## config.mk

```make
export PLATFORM = sky130hd
export DESIGN_NAME = rf_vote_accum_flat
export DESIGN_NICKNAME = d
export VERILOG_FILES = /design/src/rtl/rf_pkg.sv /design/src/rtl/rf_vote_accum_if.sv /design/src/rtl/rf_res_fifo.sv /design/src/rtl/rf_vote_accum.sv /design/src/flat_wrapper.sv
export SDC_FILE = /design/constraint.sdc
export NUM_CORES = 1
export LEC_CHECK = 0
export ABC_CLOCK_PERIOD_IN_PS = 4500
export CAP_MARGIN = 30
export CORE_MARGIN = 4
export CORE_UTILIZATION = 42
export DETAILED_ROUTE_END_ITERATION = 6
export GPL_TIMING_DRIVEN = 1
export SLEW_MARGIN = 25
export SYNTH_ARGS = -nofsm -noshare
export SYNTH_HDL_FRONTEND = slang
export SYNTH_SLANG_ARGS = --single-unit
```

## constraint.sdc

```tcl
create_clock -name clk -period 4.5 [get_ports clk]
set_input_delay 0.9 -clock clk [delete_from_list [all_inputs] [get_ports clk]]
set_output_delay 0.9 -clock clk [all_outputs]
set_load 0.005 [all_outputs]
```

## src/rtl/rf_pkg.sv

```systemverilog
// Shared types and sizing for the random-forest vote accumulator.
package rf_pkg;

    localparam int RES_WIDTH   = 16;
    localparam int CLASS_WIDTH = 3;
    localparam int NUM_CLASS   = 8;
    localparam int FIFO_DEPTH  = 8;
    localparam int CNT_WIDTH   = 8;
    localparam int ADDR_WIDTH  = 10;

    typedef enum logic [1:0] {
        IDLE,
        ACCUM,
        RESOLVE,
        WRITE
    } vote_state_t;

endpackage

```

## src/rtl/rf_vote_accum_if.sv

```systemverilog
// Result stream from the tree processor and the BRAM write port of the vote accumulator.
interface rf_vote_accum_if;
    import rf_pkg::*;

    logic                  res_fifo_we;
    logic [RES_WIDTH-1:0]  res_fifo_din;
    logic                  res_fifo_is_full;
    logic                  vote_we;
    logic [ADDR_WIDTH-1:0] vote_addr;
    logic [31:0]           vote_dout;

    modport master (
        output res_fifo_we,
        output res_fifo_din,
        input  res_fifo_is_full,
        input  vote_we,
        input  vote_addr,
        input  vote_dout
    );

    modport slave (
        input  res_fifo_we,
        input  res_fifo_din,
        output res_fifo_is_full,
        output vote_we,
        output vote_addr,
        output vote_dout
    );

endinterface

```

## src/rtl/rf_res_fifo.sv

```systemverilog
// Synchronous result FIFO with registered full/empty, flush, and an overflow flag for dropped pushes.
module rf_res_fifo #(
    parameter int WIDTH = 16,
    parameter int DEPTH = 8
) (
    input  logic             clk,
    input  logic             rst_n,
    input  logic             i_push,
    input  logic [WIDTH-1:0] i_din,
    input  logic             i_pop,
    input  logic             i_flush,
    output logic [WIDTH-1:0] o_dout,
    output logic             o_full,
    output logic             o_empty,
    output logic             o_overflow
);

    localparam int PW = $clog2(DEPTH);
    localparam logic [PW:0] C_FULL = (PW + 1)'(DEPTH);

    logic [WIDTH-1:0] r_mem [DEPTH];
    logic [PW-1:0]    r_wr_ptr;
    logic [PW-1:0]    r_rd_ptr;
    logic [PW:0]      r_count;
    logic             r_full;
    logic             r_empty;
    logic             w_push;
    logic             w_pop;
    logic [PW:0]      w_count_nxt;

    assign w_push     = i_push && !r_full;
    assign w_pop      = i_pop && !r_empty;
    // A push against a full FIFO is lost even if a pop frees a slot this cycle.
    assign o_overflow = i_push && r_full;

    always_comb begin
        w_count_nxt = r_count;
        if (w_push && !w_pop) begin
            w_count_nxt = r_count + 1'b1;
        end else if (!w_push && w_pop) begin
            w_count_nxt = r_count - 1'b1;
        end
    end

    always_ff @(posedge clk or negedge rst_n) begin
        if (!rst_n) begin
            r_wr_ptr <= '0;
            r_rd_ptr <= '0;
            r_count  <= '0;
            r_full   <= 1'b0;
            r_empty  <= 1'b1;
        end else if (i_flush) begin
            r_wr_ptr <= '0;
            r_rd_ptr <= '0;
            r_count  <= '0;
            r_full   <= 1'b0;
            r_empty  <= 1'b1;
        end else begin
            if (w_push) begin
                r_wr_ptr <= r_wr_ptr + 1'b1;
            end
            if (w_pop) begin
                r_rd_ptr <= r_rd_ptr + 1'b1;
            end
            r_count <= w_count_nxt;
            r_full  <= (w_count_nxt == C_FULL);
            r_empty <= (w_count_nxt == '0);
        end
    end

    always_ff @(posedge clk) begin
        if (w_push && !i_flush) begin
            r_mem[r_wr_ptr] <= i_din;
        end
    end

    assign o_dout  = r_mem[r_rd_ptr];
    assign o_full  = r_full;
    assign o_empty = r_empty;

endmodule

```

## src/rtl/rf_vote_accum.sv

```systemverilog
// Counts per-class tree votes per sample, resolves the majority class and writes one BRAM word per sample.
// Define RF_VOTE_CONF_OUT_EN to place the winning vote count in o_vote_dout[31:16].
module rf_vote_accum
    import rf_pkg::*;
(
    input  logic                 clk,
    input  logic                 rst_n,
    rf_vote_accum_if.slave       bus,
    input  logic                 i_vote_start,
    input  logic                 i_vote_end,
    input  logic [CNT_WIDTH-1:0] i_tree_cnt,
    output logic                 o_vote_busy,
    output logic                 o_err
);

    localparam logic [CLASS_WIDTH-1:0] LAST_IDX    = CLASS_WIDTH'(NUM_CLASS - 1);
    localparam logic [RES_WIDTH-1:0]   CLASS_LIMIT = RES_WIDTH'(NUM_CLASS);

    vote_state_t             r_state;
    logic [CNT_WIDTH-1:0]    r_tree_cnt;
    logic [CNT_WIDTH-1:0]    r_tree_idx;
    logic [CNT_WIDTH-1:0]    r_votes [NUM_CLASS];
    logic [ADDR_WIDTH-1:0]   r_addr;
    logic                    r_err;
    logic                    r_vote_we;
    logic [31:0]             r_vote_dout;
    logic [CLASS_WIDTH-1:0]  r_res_idx;
    logic [CLASS_WIDTH-1:0]  r_best_idx;
`ifdef RF_VOTE_CONF_OUT_EN
    logic [CNT_WIDTH-1:0]    r_best_cnt;
    logic [CNT_WIDTH-1:0]    w_win_cnt;
`endif

    logic [RES_WIDTH-1:0]    w_fifo_dout;
    logic                    w_fifo_full;
    logic                    w_fifo_empty;
    logic                    w_overflow;
    logic                    w_pop;
    logic [CLASS_WIDTH-1:0]  w_class;
    logic                    w_class_ok;
    logic [CNT_WIDTH-1:0]    w_cand_cnt;
    logic [CNT_WIDTH-1:0]    w_best_cnt;
    logic                    w_take;
    logic [CLASS_WIDTH-1:0]  w_win_idx;

    function automatic logic [CNT_WIDTH-1:0] sat_inc(input logic [CNT_WIDTH-1:0] v);
        return (v == '1) ? v : v + 1'b1;
    endfunction

    rf_res_fifo #(
        .WIDTH (RES_WIDTH),
        .DEPTH (FIFO_DEPTH)
    ) u_fifo (
        .clk        (clk),
        .rst_n      (rst_n),
        .i_push     (bus.res_fifo_we),
        .i_din      (bus.res_fifo_din),
        .i_pop      (w_pop),
        .i_flush    (i_vote_end),
        .o_dout     (w_fifo_dout),
        .o_full     (w_fifo_full),
        .o_empty    (w_fifo_empty),
        .o_overflow (w_overflow)
    );

    assign w_pop      = (r_state == ACCUM) && !w_fifo_empty && !i_vote_end;
    // The whole word is range-checked, so stray upper bits are flagged rather than aliased onto a class.
    assign w_class    = w_fifo_dout[CLASS_WIDTH-1:0];
    assign w_class_ok = (w_fifo_dout < CLASS_LIMIT);

    assign w_cand_cnt = r_votes[r_res_idx];
`ifdef RF_VOTE_CONF_OUT_EN
    assign w_best_cnt = r_best_cnt;
    assign w_win_cnt  = w_take ? w_cand_cnt : w_best_cnt;
`else
    assign w_best_cnt = r_votes[r_best_idx];
`endif
    // Strictly greater keeps the lowest index on ties.
    assign w_take     = (w_cand_cnt > w_best_cnt);
    assign w_win_idx  = w_take ? r_res_idx : r_best_idx;

    always_ff @(posedge clk or negedge rst_n) begin
        if (!rst_n) begin
            r_state     <= IDLE;
            r_tree_cnt  <= '0;
            r_tree_idx  <= '0;
            r_addr      <= '0;
            r_err       <= 1'b0;
            r_vote_we   <= 1'b0;
            r_vote_dout <= '0;
            r_res_idx   <= '0;
            r_best_idx  <= '0;
`ifdef RF_VOTE_CONF_OUT_EN
            r_best_cnt  <= '0;
`endif
            for (int i = 0; i < NUM_CLASS; i++) begin
                r_votes[i] <= '0;
            end
        end else begin
            r_vote_we <= 1'b0;
            if (w_overflow) begin
                r_err <= 1'b1;
            end
            if (i_vote_end) begin
                r_state    <= IDLE;
                r_tree_idx <= '0;
                r_res_idx  <= '0;
                for (int i = 0; i < NUM_CLASS; i++) begin
                    r_votes[i] <= '0;
                end
            end else begin
                case (r_state)
                    IDLE: begin
                        if (i_vote_start) begin
                            if (i_tree_cnt == '0) begin
                                r_err <= 1'b1;
                            end else begin
                                r_state    <= ACCUM;
                                r_tree_cnt <= i_tree_cnt;
                                r_tree_idx <= '0;
                                r_addr     <= '0;
                                r_err      <= w_overflow;
                                for (int i = 0; i < NUM_CLASS; i++) begin
                                    r_votes[i] <= '0;
                                end
                            end
                        end
                    end
                    ACCUM: begin
                        if (w_pop) begin
                            if (w_class_ok) begin
                                r_votes[w_class] <= sat_inc(r_votes[w_class]);
                            end else begin
                                r_err <= 1'b1;
                            end
                            r_tree_idx <= r_tree_idx + 1'b1;
                            if (r_tree_idx == r_tree_cnt - 1'b1) begin
                                r_state    <= RESOLVE;
                                r_res_idx  <= '0;
                                r_best_idx <= '0;
`ifdef RF_VOTE_CONF_OUT_EN
                                r_best_cnt <= '0;
`endif
                            end
                        end
                    end
                    RESOLVE: begin
                        r_best_idx <= w_win_idx;
`ifdef RF_VOTE_CONF_OUT_EN
                        r_best_cnt <= w_win_cnt;
`endif
                        r_res_idx  <= r_res_idx + 1'b1;
                        if (r_res_idx == LAST_IDX) begin
                            r_state   <= WRITE;
                            r_vote_we <= 1'b1;
`ifdef RF_VOTE_CONF_OUT_EN
                            r_vote_dout <= {{(16 - CNT_WIDTH){1'b0}}, w_win_cnt,
                                            {(16 - CLASS_WIDTH){1'b0}}, w_win_idx};
`else
                            r_vote_dout <= {16'b0, {(16 - CLASS_WIDTH){1'b0}}, w_win_idx};
`endif
                        end
                    end
                    WRITE: begin
                        r_state    <= ACCUM;
                        r_addr     <= r_addr + 1'b1;
                        r_tree_idx <= '0;
                        for (int i = 0; i < NUM_CLASS; i++) begin
                            r_votes[i] <= '0;
                        end
                    end
                    default: r_state <= IDLE;
                endcase
            end
        end
    end

    assign bus.res_fifo_is_full = w_fifo_full;
    assign bus.vote_we          = r_vote_we;
    assign bus.vote_addr        = r_addr;
    assign bus.vote_dout        = r_vote_dout;
    assign o_vote_busy          = (r_state != IDLE);
    assign o_err                = r_err;

endmodule

```

## src/flat_wrapper.sv

```systemverilog
// flat-port wrapper written by rule: the top's interface ports become plain ports
module rf_vote_accum_flat import rf_pkg::*;
  (clk, rst_n, i_vote_start, i_vote_end, i_tree_cnt, o_vote_busy, o_err, bus_res_fifo_we, bus_res_fifo_din, bus_res_fifo_is_full, bus_vote_we, bus_vote_addr, bus_vote_dout);
  rf_vote_accum_if bus_i ();
  input  logic clk;
  input  logic rst_n;
  input  logic i_vote_start;
  input  logic i_vote_end;
  input  logic [CNT_WIDTH-1:0] i_tree_cnt;
  output logic o_vote_busy;
  output logic o_err;
  input wire logic [$bits(bus_i.res_fifo_we)-1:0] bus_res_fifo_we;
  input wire logic [$bits(bus_i.res_fifo_din)-1:0] bus_res_fifo_din;
  output wire logic [$bits(bus_i.res_fifo_is_full)-1:0] bus_res_fifo_is_full;
  output wire logic [$bits(bus_i.vote_we)-1:0] bus_vote_we;
  output wire logic [$bits(bus_i.vote_addr)-1:0] bus_vote_addr;
  output wire logic [$bits(bus_i.vote_dout)-1:0] bus_vote_dout;
  assign bus_i.res_fifo_we = bus_res_fifo_we;
  assign bus_i.res_fifo_din = bus_res_fifo_din;
  assign bus_res_fifo_is_full = bus_i.res_fifo_is_full;
  assign bus_vote_we = bus_i.vote_we;
  assign bus_vote_addr = bus_i.vote_addr;
  assign bus_vote_dout = bus_i.vote_dout;
  rf_vote_accum u_core (.clk(clk), .rst_n(rst_n), .bus(bus_i), .i_vote_start(i_vote_start), .i_vote_end(i_vote_end), .i_tree_cnt(i_tree_cnt), .o_vote_busy(o_vote_busy), .o_err(o_err));
endmodule
```

# Yosys cells after proc, flatten, opt, wreduce, memory -nomap -nowiden
# Memory sizes are Yosys's and may differ from the RTL's.
# Cells that the tools add are included.
[word_totals]
word_cells = 153
out_inout_bits = 46
n_memories = 1
reg_bits = 115
ram_bits = 128
[op_classes]
n_addsub = 9
eq_ne = 17
order_cmp = 6
bitwise_logic = 5
reduce_logical = 32
n_mux = 61
[mem_list]
columns = ["name", "depth", "width", "rd", "rd_ports_with_merged_regs", "write_ports", "line", "rtl"]
rows = [
  ["u_core.u_fifo.r_mem", 8, 16, 1, 0, 1, "rf_res_fifo.sv:21", "logic [WIDTH-1:0] r_mem [DEPTH];"],
]
[op_table]
columns = ["op", "n"]
rows = [
  ["$mux 64", 5],
  ["$pmux 64 s3", 1],
  ["$mux 8", 12],
  ["$bmux 8 s3", 3],
  ["$bwmux 64", 1],
  ["$demux 8 s3", 1],
  ["$mux 3", 8],
  ["$pmux 8 s3", 1],
  ["$mux 10", 2],
  ["$pmux 10 s2", 1],
  ["$add 8x1->8 const B", 2],
  ["$lt 16x4->1 const B", 1],
  ["$reduce_and 4->1", 4],
  ["$mux 1", 13],
  ["$ge 4x4->1 const B", 3],
  ["$mux 2", 6],
  ["$mux 4", 3],
  ["$ne 3x3->1 const B", 4],
  ["$not 3->4", 3],
  ["$pmux 3 s2", 2],
  ["$add 10x1->10 const B", 1],
  ["$reduce_and 5->1", 2],
  ["$reduce_bool 2->1", 5],
  ["$add 3x1->3 const B", 3],
  ["24 further kinds", 43],
]

# Depth between registers and ports, before layout
# An unclocked memory read counts as a cell.
[depth]
ltp_word = 12
depth_mapped = 15

# Cells and area by module
# Synthesis repeated with hierarchy kept, for this count alone.
[hier_totals]
cells_unflattened = 1005
hier_area_um2 = 12929.9
[by_module_without_submodules]
columns = ["module", "n_inst", "cells_each", "area_per_inst_um2", "seq_area_each_um2"]
rows = [
  ["rf_vote_accum", 1, 737, 7395.8, 2577.5],
  ["rf_res_fifo", 1, 268, 5534.1, 4145.2],
]

# Worst setup path after synthesis
# OpenSTA, ideal clock, no wires.
[synth_timing]
kind = "reg2reg"
start = "reg u_core.r_best_idx[0]"
end = "reg u_core.r_best_idx[0]"
setup_slack_ps = 581
required_ps = 4379
stages_incl_launch_ff = 14
arrival_ps = 3798
setup_ps = 121
cell_sequence = "dfrtp_1 > clkbuf_1 > clkbuf_1 > mux4_2 > mux2i_1 > ha_1 > nor2b_1 > o21a_1 > o21a_1 > o21ai_0 > a21oi_1 > o31ai_1 > nor4_2 > a22o_1"
[synth_via]
elab_chain_cells = 7
[synth_rtl]
columns = ["item", "line", "rtl"]
rows = [
  ["start, declared", "rf_vote_accum.sv:28", "logic [CLASS_WIDTH-1:0] r_best_idx;"],
  ["start signal, assigned", "rf_vote_accum.sv:148", "r_best_idx <= w_win_idx;"],
  ["$not 3->4 (not written as such)", "rf_vote_accum.sv:76", "assign w_best_cnt = r_votes[r_best_idx];"],
  ["$bmux 8 s3", "rf_vote_accum.sv:76", ""],
  ["$mux 8 (not written as such) (2 in series)", "rf_vote_accum.sv:76", ""],
  ["$gt 8x8->1", "rf_vote_accum.sv:79", "assign w_take = (w_cand_cnt > w_best_cnt);"],
  ["$mux 3 *", "rf_vote_accum.sv:80", "assign w_win_idx = w_take ? r_res_idx : r_best_idx;"],
  ["$pmux 3 s2 *", "rf_vote_accum.sv:112", "case (r_state)"],
]
# Every way passes the cells marked *; elsewhere a longest branch is shown, timed or not. The select of a mux whose other input is x is not followed.
# A chain may end at the register's enable or synchronous reset.

# Worst setup path after layout
[layout_timing]
start = "reg u_core.u_fifo.r_rd_ptr[0]"
end = "reg u_core.r_votes[11] in the netlist's numbering"
[layout_via]
elab_chain_cells = 12
elab_cells_between_ends = 21
classes_between = "add/sub (1); order compare (3); eq/ne (2); mux (11); bitwise (1); reduce/logical (2); memory (1)"
[layout_rtl]
columns = ["item", "line", "rtl"]
rows = [
  ["start, declared", "rf_res_fifo.sv:23", "logic [PW-1:0] r_rd_ptr;"],
  ["start signal, assigned", "rf_res_fifo.sv:63", "r_rd_ptr <= r_rd_ptr + 1'b1;"],
  ["$mem_v2 8x16 *", "--", ""],
  ["$not 3->4 (not written as such)", "rf_vote_accum.sv:132", "r_votes[w_class] <= sat_inc(r_votes[w_class]);"],
  ["$bmux 8 s3", "rf_vote_accum.sv:132", ""],
  ["$mux 8 (not written as such) (2 in series)", "rf_vote_accum.sv:132", ""],
  ["$add 8x1->8 / $eq 8x8->1 (equally long branches)", "rf_vote_accum.sv:47", "return (v == '1) ? v : v + 1'b1;"],
  ["$mux 8", "rf_vote_accum.sv:47", ""],
  ["$bwmux 64", "rf_vote_accum.sv:132", ""],
  ["$mux 64", "rf_vote_accum.sv:131", "if (w_class_ok) begin"],
  ["$mux 64", "rf_vote_accum.sv:130", "if (w_pop) begin"],
  ["$pmux 64 s3", "rf_vote_accum.sv:112", ""],
  ["$mux 64", "rf_vote_accum.sv:104", "if (i_vote_end) begin"],
  ["end signal, assigned by index", "rf_vote_accum.sv:132", ""],
  ["end, declared", "rf_vote_accum.sv:22", "logic [CNT_WIDTH-1:0] r_votes [NUM_CLASS];"],
]
# Marks and branches as above.

==> impl_metrics.env <==
export IMPL_outcome="finished, final reports clean"
export IMPL_htreeDepth=1
export IMPL_endpoint_kind="register"
export IMPL_cts_sinks=243
export IMPL_grt_pass1_wl_mm=47.8
export IMPL_final_core_util=0.492
export IMPL_multi_input_area_sq_um=4970
export IMPL_stdcell_area_sq_um=13800
export IMPL_worst_pin_slew_ns=0.879
export IMPL_wl_per_cell_um=21.1
export IMPL_drive_gt1_frac=0.143
export IMPL_cts_resized=0
export IMPL_dpl_cell_area_sq_um=12900
export IMPL_grt_max_degree=46
export IMPL_vdd_drop_max_v=0.000390
export IMPL_p_per_area_nw_per_um2=421
export IMPL_remaining_drc_errors=0
export IMPL_period_minus_slack_ns=4.01
export IMPL_post_synth_top_area_cell="edfxtp_1"
export IMPL_drt_initial_drc_count=814
export IMPL_synth_top_cell_area_share=0.320
export IMPL_critPathLaunchType="register"
export IMPL_rr_worst_depth=13
export IMPL_required_ns=4.88
export IMPL_hold_violations=0
export IMPL_cts_setup_buffers=0
export IMPL_path_depth=13
export IMPL_hold_buffers=0
export IMPL_grtUsageTotal=0.194
export IMPL_syn_area_sq_um=12000
export IMPL_antenna_found_initial=1
export IMPL_endpoint="u_core.r_votes[11]"
export IMPL_worstPathMaxFanout=17
export IMPL_design_die_area_sq_um=31400
export IMPL_portBuffers=45
export IMPL_n_antenna_cell=0
export IMPL_critical_path_startpoint="u_core.u_fifo.r_rd_ptr[0]"
export IMPL_layout_cells_most_common="edfxtp_1"
export IMPL_initial_core_util=0.429
export IMPL_gp_congestion=0.948
export IMPL_postRouteAntennaNets=0
export IMPL_r2r_start="u_core.u_fifo.r_rd_ptr[0]"
export IMPL_criticalPathCategory="register to register"
export IMPL_synth_edff_count=128
export IMPL_leakagePower_nw=5.17
export IMPL_slew_violations=0
export IMPL_overflow=0
export IMPL_path_delay_family="compound AO/OA/AOI/OAI gates"
export IMPL_rsz0062_at_grt="no"
export IMPL_max_stage_delay_ns=0.63
export IMPL_arrival_ns=4.39
export IMPL_mostFrequentLayoutCells="edfxtp_1, dfrtp_1, nand2_1"
export IMPL_fmax_ghz=0.249
export IMPL_finClkSkew_ns=0.00723
export IMPL_synth_top_cells_by_area="edfxtp_1, dfrtp_1, mux4_2"
export IMPL_instances_no_fill=1440
export IMPL_vias=8362
export IMPL_area_growth_pct=14.8
export IMPL_core_sq_um=28000
export IMPL_synth_avg_cell_area_sq_um=12.3
export IMPL_drt_pass1_iterations=5
export IMPL_cts_tree="done"
export IMPL_dp_slack_ns=0.582
export IMPL_dp_final_hpwl_mm=21.0
export IMPL_fillCellCount=2482
export IMPL_rows=61
export IMPL_first_global_vias=8140
export IMPL_ios=75
export IMPL_nets=1094
export IMPL_numCtsBuffers=26
export IMPL_holdCritPathClass="input pin to asynchronous set/reset pin"
export IMPL_vias_per_cell=5.81
export IMPL_crit_buf_inv=3
export IMPL_root_buffer="clkbuf_16"
export IMPL_holdWs_ns=0.371
export IMPL_rrSetupSlack_ns=0.49
export IMPL_clock_latency_ns=0.54
export IMPL_dp_cells=1393
export IMPL_max_slew_margin=0.406
export IMPL_synth_seq_cells=243
export IMPL_yosysWarnings=0
export IMPL_syn_inst=975
export IMPL_final_setup_viol_count=0
export IMPL_die_width_um=177
export IMPL_synth_async_reset_ratio=0.473
export IMPL_clk_pin_slew_ns=0.06
export IMPL_yosys_cell_types_count=68
export IMPL_path_cells="buf_4 -> mux4_2 -> mux2_4 -> nor2_1 -> nand3_1 -> nand4_1 -> clkinv_1 -> ha_1 -> o211ai_2 -> a211oi_2 -> buf_4 -> a211oi_2 -> o21ai_0"
export IMPL_clk_path_buf_depth=3
export IMPL_tns_ns=0
export IMPL_ys_flop_type="edfxtp_1"
export IMPL_cp_slowest_cell="dfrtp_1"
export IMPL_rr_endpoint="u_core.r_votes[11]"
export IMPL_fin_crit_sh=0.891
export IMPL_p_total_mw=5.80
export IMPL_drv_cap=0
export IMPL_ys_seq_area_frac=0.559
export IMPL_routed_wl_mm=30.4
export IMPL_regArea_sq_um=6720
export IMPL_die_h_um=177
export IMPL_setup_slack_ns=0.488
-- worst reg2reg max path: stages (launching register included) --
cell,delay (ns)
dfrtp_1,0.63
buf_4,0.29
mux4_2,0.33
mux2_4,0.39
nor2_1,0.29
nand3_1,0.12
nand4_1,0.14
clkinv_1,0.25
ha_1,0.29
o211ai_2,0.12
a211oi_2,0.14
buf_4,0.21
a211oi_2,0.45
o21ai_0,0.21
-- final cells by class --
class / count / area share
Tap cell: 378 / 0.0343
Multi-Input combinational cell: 677 / 0.360
Timing Repair Buffer: 79 / 0.0519
Clock inverter: 13 / 0.0104
Inverter: 16 / 0.00435
Sequential cell: 243 / 0.487
Clock buffer: 34 / 0.0515
-- routing by layer --
metal	global-route usage	vias to the layer above	share of wire
met2	0.310	342	0.47
met3	0.0327	67	0.073
met5	0	-	0.00040
met4	0.0577	2	0.031
li1	-	3826	-
met1	0.275	4125	0.43
-- worst min-delay path by stage --
stage / start / end / slack (ns) / depth (start not counted)
floorplan: u_core.bus.vote_dout[0] / u_core.bus.vote_dout[0] / 0.47 / 2
global placement: u_core.bus.vote_dout[2] / u_core.bus.vote_dout[2] / 0.47 / 2
detailed placement: u_core.bus.vote_dout[2] / u_core.bus.vote_dout[2] / 0.47 / 2
CTS: rst_n / u_core.bus.vote_addr[7] / 0.37 / 1
global route: rst_n / u_core.bus.vote_addr[7] / 0.40 / 1
finish: rst_n / u_core.bus.vote_addr[7] / 0.37 / 1
-- registers in the layout, indices dropped and copies added, names as in the netlist --
| register | flops |
|---|---|
| u_core.u_fifo.r_count | 4 |
| u_core.u_fifo.r_rd_ptr | 3 |
| u_core.r_state | 2 |
| u_core.u_fifo.r_wr_ptr | 3 |
| u_core.r_best_idx | 3 |
| u_core.u_fifo.o_full | 1 |
| u_core.r_res_idx | 3 |
| u_core.r_tree_cnt | 8 |
| u_core.bus.vote_addr | 10 |
| u_core.r_tree_idx | 8 |
| u_core.bus.vote_we | 1 |
| u_core.u_fifo.r_mem | 128 |
| u_core.o_err | 1 |
| u_core.r_votes | 64 |
| u_core.bus.vote_dout | 3 |
| u_core.u_fifo.o_empty | 1 |
-- power by group --
group | switching [mW] | internal, mW
clock | 0.874 | 1.23
sequential | 0.0969 | 2.43
combinational | 0.770 | 0.396
total | 1.74 | 4.06
-- cell families after synthesis --
family                     after synthesis  share of synthesized area
AOI/OAI and AO/OA                      185                      0.111
buffers and inverters                   83                     0.0369
xor gates and xnor gates                28                     0.0204
other                                    1                   0.000312
muxes                                   92                      0.119
and+or+nand+nor                        321                      0.131
adders and majority gates               22                     0.0229
DFF                                    243                      0.559
-- synthesized netlist by cell type, types with 5 or more instances --
library cell	number
o211ai_1	9
mux2_2	21
a211oi_1	8
nor2b_1	7
a22o_1	7
ha_1	22
o31ai_1	36
o21a_1	5
nor4_1	20
o2bb2ai_1	9
a32o_1	9
nand2_1	99
mux2i_1	30
or3_1	12
buf_2	9
buf_4	30
nand4_1	18
clkbuf_1	24
a21o_1	9
xnor2_1	12
nor3_1	21
a21oi_1	17
xor2_1	16
nand2b_1	5
nor2_1	58
and3_1	7
nand3_1	53
o21ai_0	43
dfrtp_1	114
mux4_2	37
inv_1	15
edfxtp_1	128
(Power assumes the default switching activity.)
